### src/rtl/iter_shifter.sv
// rtl/iter_shifter.sv - iterative one-bit-per-clock shift/rotate engine
module iter_shifter #(
  parameter int WIDTH   = 8,
  parameter int SHAMT_W = 4
) (
  input  logic               clk,
  input  logic               rst,
  input  logic               start,
  input  logic [2:0]         mode,
  input  logic [SHAMT_W-1:0] shamt,
  input  logic [WIDTH-1:0]   d,
  output logic [WIDTH-1:0]   q,
  output logic               busy,
  output logic               done,
  output logic               ovf
);

  localparam logic [2:0] M_LOAD = 3'b000;
  localparam logic [2:0] M_SLL  = 3'b001;
  localparam logic [2:0] M_SRL  = 3'b010;
  localparam logic [2:0] M_SLA  = 3'b011;
  localparam logic [2:0] M_SRA  = 3'b100;
  localparam logic [2:0] M_ROL  = 3'b101;
  localparam logic [2:0] M_ROR  = 3'b110;
  localparam logic [2:0] M_RSVD = 3'b111;

  typedef enum logic {
    S_IDLE = 1'b0,
    S_RUN  = 1'b1
  } state_t;

  state_t             r_state;
  state_t             w_state_nxt;
  logic [WIDTH-1:0]   r_q;
  logic [SHAMT_W-1:0] r_cnt;
  logic [2:0]         r_mode;
  logic               r_done;
  logic               r_ovf;

  logic               w_accept;
  logic               w_zero_len;
  logic               w_last;
  logic [WIDTH-1:0]   w_step_q;
  logic               w_step_ovf;

  // A request that has no steps to perform completes on its accept edge
  // without ever entering RUN.
  assign w_accept   = (r_state == S_IDLE) && start;
  assign w_zero_len = (shamt == '0) || (mode == M_LOAD) || (mode == M_RSVD);
  assign w_last     = (r_state == S_RUN) && (r_cnt == SHAMT_W'(1));

  // State register.
  always_ff @(posedge clk) begin
    if (rst) begin
      r_state <= S_IDLE;
    end else begin
      r_state <= w_state_nxt;
    end
  end

  // Next-state decode: enter RUN on a non-trivial accept, leave on the last step.
  always_comb begin
    w_state_nxt = r_state;
    case (r_state)
      S_IDLE: begin
        if (start && !w_zero_len) begin
          w_state_nxt = S_RUN;
        end
      end
      S_RUN: begin
        if (w_last) begin
          w_state_nxt = S_IDLE;
        end
      end
      default: w_state_nxt = S_IDLE;
    endcase
  end

  // One step of the latched mode; overflow uses the pre-step top two bits.
  always_comb begin
    w_step_q   = r_q;
    w_step_ovf = r_ovf;
    case (r_mode)
      M_SLL: w_step_q = {r_q[WIDTH-2:0], 1'b0};
      M_SRL: w_step_q = {1'b0, r_q[WIDTH-1:1]};
      M_SLA: begin
        w_step_q   = {r_q[WIDTH-2:0], 1'b0};
        w_step_ovf = r_ovf | (r_q[WIDTH-1] ^ r_q[WIDTH-2]);
      end
      M_SRA: w_step_q = {r_q[WIDTH-1], r_q[WIDTH-1:1]};
      M_ROL: w_step_q = {r_q[WIDTH-2:0], r_q[WIDTH-1]};
      M_ROR: w_step_q = {r_q[0], r_q[WIDTH-1:1]};
      default: w_step_q = r_q;
    endcase
  end

  // Datapath: latch operands on accept, step while running, pulse done once.
  always_ff @(posedge clk) begin
    if (rst) begin
      r_q    <= '0;
      r_cnt  <= '0;
      r_mode <= M_LOAD;
      r_done <= 1'b0;
      r_ovf  <= 1'b0;
    end else begin
      r_done <= 1'b0;
      if (w_accept) begin
        r_q    <= d;
        r_cnt  <= shamt;
        r_mode <= mode;
        r_ovf  <= 1'b0;
        r_done <= w_zero_len;
      end else if (r_state == S_RUN) begin
        r_q    <= w_step_q;
        r_ovf  <= w_step_ovf;
        r_cnt  <= r_cnt - SHAMT_W'(1);
        r_done <= w_last;
      end
    end
  end

  assign q    = r_q;
  assign busy = (r_state == S_RUN);
  assign done = r_done;
  assign ovf  = r_ovf;

endmodule

### config.mk
export PLATFORM = sky130hd
export DESIGN_NAME = iter_shifter
export DESIGN_NICKNAME = d
export VERILOG_FILES = /design/src/rtl/iter_shifter.sv
export SDC_FILE = /design/constraint.sdc
export NUM_CORES = 1
export LEC_CHECK = 0
export ABC_AREA = 1
export ABC_CLOCK_PERIOD_IN_PS = 1100
export CAP_MARGIN = 0
export CORE_MARGIN = 10
export CORE_UTILIZATION = 42
export DETAILED_ROUTE_END_ITERATION = 8
export GPL_TIMING_DRIVEN = 0
export PLACE_DENSITY = 0.76
export SYNTH_ARGS = -nofsm -noshare
export SYNTH_HDL_FRONTEND = slang
export SYNTH_SLANG_ARGS = --single-unit
### constraint.sdc
create_clock -name clk -period 1.1 [get_ports clk]
set_clock_uncertainty 0.05 [all_clocks]
set_input_delay 0.165 -clock clk [delete_from_list [all_inputs] [get_ports clk]]
set_output_delay 0.165 -clock clk [all_outputs]
set_load 0.005 [all_outputs]
==> impl_metrics.toml <==
[clock_tree]
cts_root_buf = "clkbuf_4"
clk_latency_ps = 290
cts_buffer_depth = 2
htree_levels = 1
clock-sinks = 18
cts_buffers = 3
cts_hold_buf = 0
cts_tree = "yes"
clk_pin_slew_worst_paths_ps = 100

[setup_path]
path_max_fanout = 5
startpoint = "busy$_SDFF_PP0_"
crit_required_ps = 1270
worst-setup-path-type = "flop to flop"
crit_end = "q[0]$_SDFFE_PP0P_"
cp.arrival_ps = 1400
rr_worst_depth = 9
end_kind = "flop"
setup.worst_path.start_class = "flop"
worst_r2r_endpoint = "q[0]$_SDFFE_PP0P_"
ff2ff_setup_slack_ps = -120
r2r_start = "busy$_SDFF_PP0_"

[yosys]
syn-cell-area_um2 = 1060
avgSynthCellArea_um2 = 6.55
synth_xor_area_share_pct = 1.65
synthMuxAreaShare_pct = 0
yosys.area.top_type = "dfxtp_1"
syn_inst = 162
synth-adder-area-share_pct = 2.36
synthDistinctLibCells = 23
yosysWarnings = 0
synth_top_family_by_area = "simple AND/OR/NAND/NOR gates"
synth_compound_area_share_pct = 11.9
ys_ff_latch = 18
syn-num-nets = 182
synthTopCellsByArea = "dfxtp_1, nand2_1, nand3_1"
synth-simple-area-share_pct = 38.3
ys_seq_area_share_pct = 34.0
synth_top_area_share_pct = 34.0

[sta]
rsz0062_at_grt = "true"
max_slew_margin_pct = 80.9
worst_slew_pin_slew_ps = 287
fmax_mhz = 818
layout_min_cycle_time_ps = 1220
finalHoldViolCount = 0
min_period_over_period_pct = 111
slew_violations = 0
fin_ws_ps = -123
setup-violations-final = 17

[detailed_routing]
post_drt_wl_per_cell_um = 14.1
viasPerCell = 5.30
firstDrtPassIters = 4
routed_wirelength_um = 3500
route.detailed.drc = 0
vias = 1314
first_iter_violations = 73
ant_nets = 0

[grt]
grt_max_degree = 11
antenna_found_initial = 0
track_usage_pct = 14.3
grt_pass1_wl_um = 5930
grt_pass1_vias = 1233
grt.overflow.total = 0

[placement]
portBuffers = 28
routabilityCongestion = 0.831
dp_cells = 220
pre_cts_ws_ps = -346
dp_hpwl_um = 2210

[cells_and_area]
drive_gt1_share_pct = 38.5
num_antenna_cells = 0
final_net_count = 240
postLayoutCoreUtil_pct = 70.6
final_cell_mix = "nand2_1, nand3_1, buf_4"
final_common_cell = "nand2_1"
fillerInstances = 200
syn2layout_area_growth_pct = 63.3
layout.cells.non_filler = 248

[pwr]
switching_share_pct = 32.8
internal_power_w = 0.00118
power.share.sequential_pct = 42.6
p_comb_share_pct = 38.8
ir_drop_mv = 0.837
power.share.clock_pct = 18.6
leakage_nw = 0.793
power.density_nw_per_um2 = 1010
power.switching_w = 0.000576

[floorplan]
core_um2 = 2450
die_h_um = 70.3
die_w_um = 70.3
row_count = 18
start_util_pct = 43.2
ios = 29
dieArea_um2 = 4940

[status]
status = "finished with violations"
violations = "setup timing"

[hold_path]
hold_path.class = "flop to flop"

[run]
max-cap-violations = 0
==> routing by layer <==
layer | routed length (µm) | global-route usage (%) | share of wire, %
met2 | 1800 | 24.9 | 51
met5 | 0 | 0 | 0
met3 | 158 | 3.11 | 4.5
met4 | 94 | 6.36 | 2.7
met1 | 1450 | 16.1 | 41
==> power by group through the flow <==
stage | registers (W) | logic (W) | clock network, W
2_1_floorplan | 0.000767 | 0.000277 | 0
3_3_place_gp | 0.000775 | 0.000447 | 0
3_5_place_dp | 0.000777 | 0.000459 | 0
4_1_cts | 0.000742 | 0.000612 | 0.000335
5_1_grt | 0.000755 | 0.000749 | 0.000359
6_report | 0.000748 | 0.000682 | 0.000326
==> sequential cells by signal (all words and copies together), names as in the netlist <==
name,cells
r_cnt,4
ovf,1
done,1
r_mode,3
q,8
busy,1
==> worst max-delay path: stages, from the launching register on <==
cell and delay (ps):
dfxtp_4 360, buf_8 130, inv_8 60, nand2_8 60
inv_6 80, buf_6 120, nand2_2 40, nand2_1 60
nand2_1 50, a21oi_2 130
==> layout make-up <==
type | count | area, µm² | area share, %
multi-input combinational | 117 | 662 | 38.2
timing repair buffer | 53 | 477 | 27.5
sequential | 18 | 385 | 22.2
inverter | 21 | 91.3 | 5.27
buffer | 6 | 57.6 | 3.32
tap | 30 | 37.5 | 2.17
clock buffer | 3 | 22.5 | 1.30
==> synthesized netlist by cell type (all sizes together) <==
cell and count:
a21oi 15, a31oi 1, ha 2, o21ai 3
nand4 3, o22ai 1, nand2 51, inv 21
o221ai 2, xor2 2, nor2 5, clkbuf 1
nand3 31, nor3 1, dfxtp 18, buf 5
==> timing repair <==
action	in CTS	in global routing
gates cloned	2	0
buffers inserted	20	3
pin swaps	6	7
setup endpoints to repair	28	24
gates resized for setup	62	28
==> cell families (layout without fill, tap and decap cells) <==
family                     Yosys count  after routing
and+or+nand+nor                     91             91
buffers and inverters               27             83
AOI/OAI and AO/OA                   22             22
DFF                                 18             18
adders and majority gates            2              2
xor gates and xnor gates             2              2
==> through the flow <==
step	setup TNS, ps	cell area, µm²	power (W)	hold slack [ps]
3_5_place_dp	-5070	1380	0.00124	457
6_report	-1080	1730	0.00176	456
3_3_place_gp	-4730	1380	0.00122	449
4_1_cts	-794	1640	0.00169	434
5_1_grt	-2400	1730	0.00186	456
2_1_floorplan	0	1060	0.00104	184
==> worst min path at each step <==
stage,from,endpoint,slack (ps),cells after the start
after floorplan,rst,r_cnt[2]$_SDFFE_PP0P_,180,1
after global placement,ovf$_SDFFE_PP0P_,ovf$_SDFFE_PP0P_,450,2
after detailed placement,ovf$_SDFFE_PP0P_,ovf$_SDFFE_PP0P_,460,2
after CTS,shamt[2],r_cnt[2]$_SDFFE_PP0P_,430,3
after global routing,rst,r_cnt[2]$_SDFFE_PP0P_,460,2
final,r_mode[2]$_SDFFE_PP0P_,r_mode[2]$_SDFFE_PP0P_,460,2
(Power assumes the default switching activity.)
